## config.mk

```make
export PLATFORM = sky130hd
export DESIGN_NAME = div_ctrl_flat
export DESIGN_NICKNAME = d
export VERILOG_FILES = /design/src/rtl/div_ctrl_pkg.sv /design/src/rtl/div_ctrl_if.sv /design/src/rtl/div_step.sv /design/src/rtl/div_ctrl.sv /design/src/flat_wrapper.sv
export SDC_FILE = /design/constraint.sdc
export NUM_CORES = 1
export LEC_CHECK = 0
export ABC_CLOCK_PERIOD_IN_PS = 7100
export CAP_MARGIN = 20
export CORE_ASPECT_RATIO = 0.7
export CORE_MARGIN = 3
export CORE_UTILIZATION = 64
export CTS_BUF_LIST = sky130_fd_sc_hd__clkbuf_8 sky130_fd_sc_hd__clkbuf_16
export DETAILED_ROUTE_END_ITERATION = 10
export PLACE_DENSITY = 0.95
export SETUP_SLACK_MARGIN = 0.4
export SLEW_MARGIN = 20
export SYNTH_ARGS = -nofsm -noshare
export SYNTH_HDL_FRONTEND = slang
export SYNTH_HIERARCHICAL = 1
export SYNTH_SLANG_ARGS = --single-unit
```

## constraint.sdc

```tcl
create_clock -name clk -period 7.1 [get_ports clk]
set_input_delay 1.42 -clock clk [delete_from_list [all_inputs] [get_ports clk]]
set_output_delay 1.42 -clock clk [all_outputs]
set_load 0.05 [all_outputs]
```

## src/rtl/div_ctrl_pkg.sv

```systemverilog
// Shared ALU definitions for the divider: operator codes, FSM encoding, helpers.
// Optional build macro DIV_CTRL_BYPASS_EN (see div_ctrl.sv).
package div_ctrl_pkg;

    localparam int unsigned DataWidth = 32;
    localparam int unsigned CntWidth  = 6;

    // ALU operator codes (5-bit operator field)
    localparam logic [4:0] AluAdd    = 5'd0;
    localparam logic [4:0] AluSub    = 5'd1;
    localparam logic [4:0] AluXor    = 5'd2;
    localparam logic [4:0] AluOr     = 5'd3;
    localparam logic [4:0] AluAnd    = 5'd4;
    localparam logic [4:0] AluSll    = 5'd5;
    localparam logic [4:0] AluSrl    = 5'd6;
    localparam logic [4:0] AluSra    = 5'd7;
    localparam logic [4:0] AluSlt    = 5'd8;
    localparam logic [4:0] AluSltu   = 5'd9;
    localparam logic [4:0] AluMul    = 5'd10;
    localparam logic [4:0] AluMulh   = 5'd11;
    localparam logic [4:0] AluDiv    = 5'd12;
    localparam logic [4:0] AluDivu   = 5'd13;
    localparam logic [4:0] AluRem    = 5'd14;
    localparam logic [4:0] AluRemu   = 5'd15;

    typedef enum logic [1:0] {
        StIdle = 2'd0,
        StCalc = 2'd1,
        StDone = 2'd2
    } div_state_e;

    function automatic logic is_div_op(input logic [4:0] op);
        return (op == AluDiv) || (op == AluDivu) || (op == AluRem) || (op == AluRemu);
    endfunction

    function automatic logic is_signed_op(input logic [4:0] op);
        return (op == AluDiv) || (op == AluRem);
    endfunction

    function automatic logic is_rem_op(input logic [4:0] op);
        return (op == AluRem) || (op == AluRemu);
    endfunction

    function automatic logic [DataWidth-1:0] abs_val(input logic [DataWidth-1:0] v);
        return v[DataWidth-1] ? (~v + 1'b1) : v;
    endfunction

endpackage

```

## src/rtl/div_ctrl_if.sv

```systemverilog
// Request/response handshake bundle between a requester and div_ctrl.
interface div_ctrl_if #(
    parameter int unsigned WIDTH = 32
);
    logic             req_valid;
    logic             req_ready;
    logic [4:0]       operator;
    logic [WIDTH-1:0] operand1;
    logic [WIDTH-1:0] operand2;
    logic             resp_valid;
    logic             resp_ready;
    logic [WIDTH-1:0] result;

    modport master (
        output req_valid, operator, operand1, operand2, resp_ready,
        input  req_ready, resp_valid, result
    );

    modport slave (
        input  req_valid, operator, operand1, operand2, resp_ready,
        output req_ready, resp_valid, result
    );
endinterface

```

## src/rtl/div_step.sv

```systemverilog
// One restoring-division step: shift in the next dividend bit, trial subtract, select.
module div_step #(
    parameter int unsigned WIDTH = 32
) (
    input  logic [WIDTH-1:0] rem_i,
    input  logic [WIDTH-1:0] quo_i,
    input  logic [WIDTH-1:0] divisor_i,
    output logic [WIDTH-1:0] rem_o,
    output logic [WIDTH-1:0] quo_o
);
    logic [WIDTH:0] shifted;
    logic [WIDTH:0] diff;

    // Trial subtraction on a WIDTH+1 window; a borrow means the bit is zero.
    always_comb begin
        shifted = {rem_i, quo_i[WIDTH-1]};
        diff    = shifted - {1'b0, divisor_i};
        if (diff[WIDTH]) begin
            rem_o = shifted[WIDTH-1:0];
            quo_o = {quo_i[WIDTH-2:0], 1'b0};
        end else begin
            rem_o = diff[WIDTH-1:0];
            quo_o = {quo_i[WIDTH-2:0], 1'b1};
        end
    end
endmodule

```

## src/rtl/div_ctrl.sv

```systemverilog
// Sequential 32-bit divider controller (DIV/DIVU/REM/REMU), one quotient bit per cycle.
// Macro DIV_CTRL_BYPASS_EN: divide-by-zero and signed overflow skip the iteration.
module div_ctrl
    import div_ctrl_pkg::*;
#(
    parameter int unsigned WIDTH = 32
) (
    input  logic         clk,
    input  logic         rst,
    input  logic         flush,
    output logic         busy,
    div_ctrl_if.slave    bus
);
    div_state_e           state_q, state_d;
    logic [CntWidth-1:0]  cnt_q, cnt_d;
    logic [4:0]           op_q, op_d;
    logic [WIDTH-1:0]     rem_q, rem_d;
    logic [WIDTH-1:0]     quo_q, quo_d;
    logic [WIDTH-1:0]     dvs_q, dvs_d;
    logic [WIDTH-1:0]     op1_q, op1_d;
    logic                 negq_q, negq_d;
    logic                 negr_q, negr_d;
    logic                 div0_q, div0_d;
    logic                 ovf_q, ovf_d;

    logic [WIDTH-1:0]     step_rem, step_quo;
    logic [WIDTH-1:0]     q_fix, r_fix;
    logic                 in_signed;

    div_step #(.WIDTH(WIDTH)) u_step (
        .rem_i     (rem_q),
        .quo_i     (quo_q),
        .divisor_i (dvs_q),
        .rem_o     (step_rem),
        .quo_o     (step_quo)
    );

    // Next-state: latch operands on accept, iterate in CALC, hand off in DONE.
    always_comb begin
        state_d   = state_q;
        cnt_d     = cnt_q;
        op_d      = op_q;
        rem_d     = rem_q;
        quo_d     = quo_q;
        dvs_d     = dvs_q;
        op1_d     = op1_q;
        negq_d    = negq_q;
        negr_d    = negr_q;
        div0_d    = div0_q;
        ovf_d     = ovf_q;
        in_signed = is_signed_op(bus.operator);

        unique case (state_q)
            StIdle: begin
                // Non-divide operators complete the handshake but are ignored.
                if (bus.req_valid && is_div_op(bus.operator)) begin
                    op_d    = bus.operator;
                    op1_d   = bus.operand1;
                    rem_d   = '0;
                    quo_d   = in_signed ? abs_val(bus.operand1) : bus.operand1;
                    dvs_d   = in_signed ? abs_val(bus.operand2) : bus.operand2;
                    negq_d  = in_signed && (bus.operand1[WIDTH-1] ^ bus.operand2[WIDTH-1]);
                    negr_d  = in_signed && bus.operand1[WIDTH-1];
                    div0_d  = (bus.operand2 == '0);
                    ovf_d   = in_signed && (bus.operand1 == 32'h8000_0000)
                              && (bus.operand2 == 32'hFFFF_FFFF);
                    cnt_d   = '0;
                    state_d = StCalc;
                end
            end
            StCalc: begin
`ifdef DIV_CTRL_BYPASS_EN
                // Special cases have fixed results; leave after a single cycle.
                if (div0_q || ovf_q) begin
                    state_d = StDone;
                end else
`endif
                if (cnt_q == CntWidth'(WIDTH)) begin
                    state_d = StDone;
                end else begin
                    rem_d = step_rem;
                    quo_d = step_quo;
                    cnt_d = cnt_q + 1'b1;
                end
            end
            StDone: begin
                if (bus.resp_ready) begin
                    state_d = StIdle;
                end
            end
            default: state_d = StIdle;
        endcase

        // Flush wins over any handshake in the same cycle.
        if (flush) begin
            state_d = StIdle;
        end
    end

    // State and datapath registers.
    always_ff @(posedge clk or posedge rst) begin
        if (rst) begin
            state_q <= StIdle;
            cnt_q   <= '0;
            op_q    <= '0;
            rem_q   <= '0;
            quo_q   <= '0;
            dvs_q   <= '0;
            op1_q   <= '0;
            negq_q  <= 1'b0;
            negr_q  <= 1'b0;
            div0_q  <= 1'b0;
            ovf_q   <= 1'b0;
        end else begin
            state_q <= state_d;
            cnt_q   <= cnt_d;
            op_q    <= op_d;
            rem_q   <= rem_d;
            quo_q   <= quo_d;
            dvs_q   <= dvs_d;
            op1_q   <= op1_d;
            negq_q  <= negq_d;
            negr_q  <= negr_d;
            div0_q  <= div0_d;
            ovf_q   <= ovf_d;
        end
    end

    // Outputs: sign fix and special-case override; result is zero outside DONE.
    always_comb begin
        q_fix = negq_q ? (~quo_q + 1'b1) : quo_q;
        r_fix = negr_q ? (~rem_q + 1'b1) : rem_q;
        if (div0_q) begin
            q_fix = '1;
            r_fix = op1_q;
        end else if (ovf_q) begin
            q_fix = 32'h8000_0000;
            r_fix = '0;
        end
        bus.req_ready  = (state_q == StIdle);
        bus.resp_valid = (state_q == StDone);
        busy           = (state_q != StIdle);
        bus.result     = (state_q == StDone) ? (is_rem_op(op_q) ? r_fix : q_fix) : '0;
    end
endmodule

```

## src/flat_wrapper.sv

```systemverilog
// flat-port wrapper written by rule: the top's interface ports become plain ports
module div_ctrl_flat import div_ctrl_pkg::*;
#(
    parameter int unsigned WIDTH = 32
)
  (clk, rst, flush, busy, bus_req_valid, bus_operator, bus_operand1, bus_operand2, bus_resp_ready, bus_req_ready, bus_resp_valid, bus_result);
  div_ctrl_if #(.WIDTH(WIDTH)) bus_i ();
  input  logic clk;
  input  logic rst;
  input  logic flush;
  output logic busy;
  input wire logic [$bits(bus_i.req_valid)-1:0] bus_req_valid;
  input wire logic [$bits(bus_i.operator)-1:0] bus_operator;
  input wire logic [$bits(bus_i.operand1)-1:0] bus_operand1;
  input wire logic [$bits(bus_i.operand2)-1:0] bus_operand2;
  input wire logic [$bits(bus_i.resp_ready)-1:0] bus_resp_ready;
  output wire logic [$bits(bus_i.req_ready)-1:0] bus_req_ready;
  output wire logic [$bits(bus_i.resp_valid)-1:0] bus_resp_valid;
  output wire logic [$bits(bus_i.result)-1:0] bus_result;
  assign bus_i.req_valid = bus_req_valid;
  assign bus_i.operator = bus_operator;
  assign bus_i.operand1 = bus_operand1;
  assign bus_i.operand2 = bus_operand2;
  assign bus_i.resp_ready = bus_resp_ready;
  assign bus_req_ready = bus_i.req_ready;
  assign bus_resp_valid = bus_i.resp_valid;
  assign bus_result = bus_i.result;
  div_ctrl #(.WIDTH(WIDTH)) u_core (.clk(clk), .rst(rst), .flush(flush), .busy(busy), .bus(bus_i));
endmodule
```

==> results of run 1 <==
[cell usage after synthesis, types with 6 or more instances]
master / count / share of area [%]
nand2_1: 207 / 6.5
dfrtp_1: 144 / 30
o21ai_0: 137 / 5.8
nor2_1: 90 / 2.8
a21oi_1: 88 / 3.7
xnor2_1: 84 / 6.2
clkbuf_1: 68 / 2.1
xor2_1: 62 / 4.6
inv_1: 55 / 1.7
ha_1: 39 / 4.1
nand3_1: 38 / 1.6
buf_4: 37 / 2.3
nor3_1: 32 / 1.3
o31ai_1: 25 / 1.6
or3_1: 21 / 1.1
a22o_1: 20 / 1.5
mux2_4: 19 / 2.4
a21o_1: 18 / 1.1
nand4_1: 18 / 0.95
a31oi_1: 17 / 0.90
o41ai_1: 17 / 1.3
a221oi_1: 13 / 0.96
nor4_1: 13 / 0.68
o21a_1: 13 / 0.82
or4_1: 12 / 0.76
mux2i_1: 11 / 0.93
nand2b_1: 10 / 0.53
a211oi_1: 9 / 0.57
and3_1: 7 / 0.37
or2_2: 7 / 0.37
and2_1: 6 / 0.32
o22ai_1: 6 / 0.32
o41ai_2: 6 / 0.82
[registers in the layout (all words and copies together) (netlist names)]
signal / flops
u_core/ovf_q: 1
u_core/div0_q: 1
u_core/dvs_q: 32
u_core/negq_q: 1
u_core/quo_q: 32
u_core/state_q: 2
u_core/op1_q: 32
u_core/op_q: 4
u_core/rem_q: 32
u_core/negr_q: 1
u_core/cnt_q: 6
[worst register-to-register path: cells and delay by family (launching register included)]
kind	cells	cell delay [ns]
muxes	2	0.79
buffers and inverters	2	0.23
and+or+nand+nor	3	0.74
DFF	1	0.55
adders and majority gates	2	0.62
AOI/OAI and AO/OA	5	1.30
[through the flow]
stage,power [µW],area [µm²]
5_1_grt,4440,13400
6_report,4230,13400
2_1_floorplan,2830,11900
4_1_cts,4160,13400
3_3_place_gp,3060,12700
3_5_place_dp,3140,12700
[kinds of logic (layout without fill, tap and decap cells)]
group	count (synthesis)	after routing	synth area share (%)
and+or+nand+nor	495	495	20.1
muxes	36	36	3.99
xor gates and xnor gates	146	146	10.8
buffers and inverters	177	211	7.57
DFF	144	144	30.3
adders and majority gates	40	40	4.28
AOI/OAI and AO/OA	417	417	23.0
[power by group through the flow]
stage | Clock (µW) | Sequential, µW | Combinational, µW
2_1_floorplan | 0 | 1160 | 1670
3_5_place_dp | 0 | 1240 | 1900
5_1_grt | 1040 | 1270 | 2140
4_1_cts | 1000 | 1230 | 1930
3_3_place_gp | 0 | 1230 | 1830
6_report | 1000 | 1240 | 1980
[worst max-delay path by stage]
stage,startpoint,end,slack [ns]
finish,u_core/quo_q[8],bus_result[31],1.12
global route,u_core/quo_q[6],bus_result[31],0.83
global placement,u_core/quo_q[8],bus_result[31],1.77
CTS,u_core/quo_q[8],bus_result[31],1.15
detailed placement,u_core/quo_q[8],bus_result[31],1.71
floorplan,rst,u_core/cnt_q[0],1.81
[final cells by class]
class | count | share of cell area (%)
multi-input cells | 1134 | 55.4
flip-flops and latches | 144 | 27.0
repair buffers | 122 | 8.88
clock buffers | 17 | 3.18
well taps | 236 | 2.21
inverters | 57 | 1.70
clock inverters | 15 | 1.63
[routing by layer]
| layer | track usage (%) | up-vias | wire length (µm) | share of wire (%) |
|---|---|---|---|---|
| met5 | 0 | - | 0 | 0 |
| met4 | 12.9 | 0 | 910 | 2.5 |
| met3 | 8.86 | 83 | 4110 | 11 |
| met2 | 52.6 | 734 | 15900 | 44 |
| met1 | 49.5 | 5518 | 15100 | 42 |
| li1 | - | 5207 | - | - |
==> metrics, run 1 <==
vias per cell 6.69; die area 0.0202 mm²; hold_ws 0.480 ns; Critical R2R Launch u_core/quo_q[31]; RSZ-0062 raised after global routing false; max-cap viol count 0; worst slew pin tran 1.15 ns; drt pass-1 iters 8; Max Transition Viols Final 0; Max Fclk 167 MHz; diode count 0; multi-input logic area 0.00740 mm²; slew margin rel. 23.2%; layout cells sized above 1 7.52%; initial antenna violation count 0; crit path kind reg2out; Clock Root Buffer clkbuf_16; WHS Path Cells 2; via count 11,500; global-route wire length before repair 57.6 mm; Distinct cells, synth 92; DR DRC count 0; most frequent cells in the layout 207 x nand2_1, 144 x dfrtp_1, 137 x o21ai_0; vias in the first global route 11,100; worst-path fanout max 11; I/O Buffers 108; Setup TNS 0 ns; Initial Util 65.6%; # clock sinks 144; Filler Cell Count 1,321; P_int 2470 µW; CTS tree done; max incr delay on CP 0.88 ns; Final GP Congestion 0.988; largest net degree at the start of global routing 114; post-route setup slack 1.12 ns; Min-Delay Path Class reg2reg; power share of the clock group 23.7%; Seq/Total Area, Yosys 30.3%; Area growth syn-to-layout 12.5%; Ys Warns 6; Post-synth EDFFs 0; critical path required time 5.68 ns; Syn Inst Count 1,455; Bufs and invs on worst path 1; gate family responsible for the most delay along the worst path simple AND/OR/NAND/NOR gates; logic gate share of total power 46.8%; GRT Resource Usage Total 35.2%; Reg power frac 29.4%; period utilization 84.2%; Worst path depth 7; Switching Share 41.6%; Crit-path slowest cell clkdlybuf4s50_1; # rows 41; Final ANT Viol Nets 0; Top FF cell, synth dfrtp_1; Hold Vio Cnt, Final 0; critical path startpoint category flip-flop; TritonCTS buffer count 17; 1st-iter DRT viols 1,626; Core Region 0.0181 mm²; power per cell area 316 mW/mm²; Crit. End Element output pin; Avg Cell Area, Syn 8.16 µm²; gr ovfl total 0; Routed WL 36.1 mm; Die X 169 µm; commonest non-fill, non-tap cell in the layout nand2_1; cts repair resizes 0; Avg WL per Cell 20.9 µm; dpl cells 1,693; clk buf depth 2; Reg area 0.00360 mm²; Switch Pwr 1760 µW; final critical-path required period 5.98 ns; clk_skew 0.00732 ns; Clock Latency Late Sink 0.43 ns; Arr. time, crit path 4.56 ns; maximum VDD drop 0.224 mV; syn nets 1,569; status finished clean; r2r endpoint u_core/rem_q[27]; pre-CTS setup slack 1.71 ns; Util after Layout 73.8%; Synth Register Bits 144; Worst R2R Setup Slack 2.75 ns; fraction of registers with async set/reset 100%; # IOs 109; H-tree depth 4; critical path cell sequence nor4_1 -> nand4_1 -> or4_1 -> o41ai_1 -> xor2_1 -> a311oi_1 -> clkdlybuf4s50_1; DP HPWL 25.0 mm; Cell Count, Final, Fillers Out 1,725; worst reg2reg path depth 14; Reg clk slew, reported paths 0.06 ns; hold buffers post-CTS 0; hold_sp u_core/dvs_q[22]; cell area after synthesis 0.0119 mm²; Die Y 120 µm; final setup vio count 0; worst hold endpoint u_core/dvs_q[22]; NumNets Final 1,590; Post-CTS Setup Repair Bufs 0; leakage 0.00583 µW
(Power assumes the default switching activity.)
==> inputs of run 2 (changes only) <==
Settings changed: ABC_CLOCK_PERIOD_IN_PS 7100 to 6020, CORE_UTILIZATION 64 to 59, PLACE_DENSITY 0.95 to 0.94.
Clock period 7.1 ns to 6.02 ns, I/O delays scaled along.
==> run 2 against run 1 <==
  * Worst hold slack got worse by 0.0037 ns
  * Critical path depth unchanged
  * Count of clock-buffer cells in the layout grew 1
  * Design area about the same
  * Sequential power rose by 19%
  * Largest cell class unchanged
  * Sequential cell count unchanged
  * First-iteration DRC count is 13% higher
  * Final cell count increased by 1.8%
  * Critical path type unchanged
  * Clock skew up 0.0034 ns
  * Die area up 8.1%
==> metrics, run 2 (synthesis gave the netlist of run 1 again) <==
status finished clean; worst reg2reg path depth 14 (unchanged); Final Instance Area 0.0134 mm² (about the same); Switching Share 42.2% (+0.59 points); Clock Root Buffer clkbuf_16; power per cell area 367 mW/mm² (+16%); hold buffers post-CTS 0 (unchanged); GRT Resource Usage Total 32.7% (-2.5 points); 1st-iter DRT viols 1,845 (+13%); # clock sinks 144 (unchanged); slew margin rel. 19.7% (-3.5 points); Die X 176 µm (+4.0%); vias in the first global route 11,300 (+1.6%); Die Y 125 µm (+3.9%); Arr. time, crit path 4.27 ns (-0.29 ns); worst-path fanout max 10 (-1); critical path required time 4.82 ns (-0.86 ns); commonest non-fill, non-tap cell in the layout nand2_1; global-route wire length before repair 58.0 mm (+0.74%); cts repair resizes 0 (unchanged); I/O Buffers 108 (unchanged); Max Fclk 183 MHz; Routed WL 36.5 mm (+1.0%); most frequent cells in the layout 207 x nand2_1, 144 x dfrtp_1, 137 x o21ai_0; WHS Path Cells 2 (unchanged); # rows 42 (+2.4%); Initial Util 61.4% (-4.2 points); vias per cell 6.72 (+0.50%); DR DRC count 0 (unchanged); final setup vio count 0 (unchanged); # IOs 109 (unchanged); gr ovfl total 0 (unchanged); leakage 0.00584 µW (about the same); P_int 2840 µW (+15%); final critical-path required period 5.47 ns; maximum VDD drop 0.265 mV (+18%); DP HPWL 25.6 mm (+2.3%); TritonCTS buffer count 17 (unchanged); Clock Latency Late Sink 0.45 ns (+0.02 ns); Reg clk slew, reported paths 0.06 ns (about the same); NumNets Final 1,594 (+0.25%); crit path kind reg2out; Switch Pwr 2070 µW (+18%); Crit. End Element output pin; die area 0.0219 mm² (+8.1%); Setup TNS 0 ns (unchanged); Final ANT Viol Nets 0 (unchanged); CTS tree done; power share of the clock group 22.2% (-1.5 points); RSZ-0062 raised after global routing false; layout cells sized above 1 7.64% (+0.12 points); Final GP Congestion 0.972 (-1.6%); clk buf depth 2 (unchanged); Post-CTS Setup Repair Bufs 0 (unchanged); Hold Vio Cnt, Final 0 (unchanged); H-tree depth 4 (unchanged); Avg WL per Cell 20.8 µm (-0.74%); period utilization 90.9%; drt pass-1 iters 5 (-3); Min-Delay Path Class reg2reg; max-cap viol count 0 (unchanged); via count 11,800 (+2.3%); placed cell areas 0.0128 mm² (+0.49%); Core Region 0.0193 mm² (+6.8%); Area growth syn-to-layout 12.6% (about the same); Max Transition Viols Final 0 (unchanged); largest net degree at the start of global routing 104 (-8.8%); Reg power frac 29.9% (+0.5 points); worst slew pin tran 1.20 ns (+0.0522 ns); clk_skew 0.0107 ns (+0.00342 ns); critical path startpoint category flip-flop; total power 4910 µW (+16%); diode count 0 (unchanged); initial antenna violation count 0 (unchanged); logic gate share of total power 47.9% (+1.1 points)
run 2: path summary, 6_finish.rpt:
path | start | endpoint | slack, ns
setup / recovery | u_core/rem_q[11] | bus_result[31] | 0.55
hold / removal | u_core/op1_q[3] | u_core/op1_q[3] | 0.48
setup reg to reg | u_core/quo_q[31] | u_core/rem_q[13] | 1.58
hold reg to reg | u_core/op1_q[3] | u_core/op1_q[3] | 0.48
max in group asynchronous | rst | u_core/op1_q[8] | 3.45
min in group asynchronous | rst | u_core/dvs_q[29] | 1.36
run 2: power groups by stage:
stage | Sequential [µW] | Combinational (µW) | Clock [µW]
2_1_floorplan | 1370 | 1970 | 0
3_3_place_gp | 1450 | 2180 | 0
3_5_place_dp | 1460 | 2250 | 0
4_1_cts | 1450 | 2290 | 1090
5_1_grt | 1490 | 2540 | 1140
6_report | 1470 | 2350 | 1090
run 2: per-stage QoR:
step	std cells	util (%)	setup WS [ns]	hold slack [ns]
after floorplan	1455	-	0.950	0.437
after global placement	1725	66.1	1.11	0.452
after detailed placement	1725	66.1	1.05	0.454
after CTS	1756	69.1	0.584	0.469
after global routing	1756	69.1	0.412	0.489
final	1756	69.1	0.549	0.476
run 2: layout make-up:
cell class | count | area, µm²
Multi-Input combinational cell | 1134 | 7400
Fill cell | 1524 | 5970
Sequential cell | 144 | 3600
Timing Repair Buffer | 126 | 1220
Clock buffer | 18 | 439
Tap cell | 264 | 330
Inverter | 57 | 226
Clock inverter | 13 | 148
run 2: critical path: stages, from the launching register on:
cell and delay [ns]:
dfrtp_1 0.44, or4_4 0.58, or4_1 0.79, o41ai_2 0.42, xnor2_1 0.19, a221oi_2 0.09, a311oi_1 0.44, clkdlybuf4s50_1 0.88
run 2: routing by layer:
layer  GRT usage [%]  part of all wire [%]  up-vias
li1                -                     -     5230
met1            44.7                    40     5564
met2            48.7                    44      862
met3            9.69                    13      152
met4            12.6                   3.6        0
met5               0                     0        -
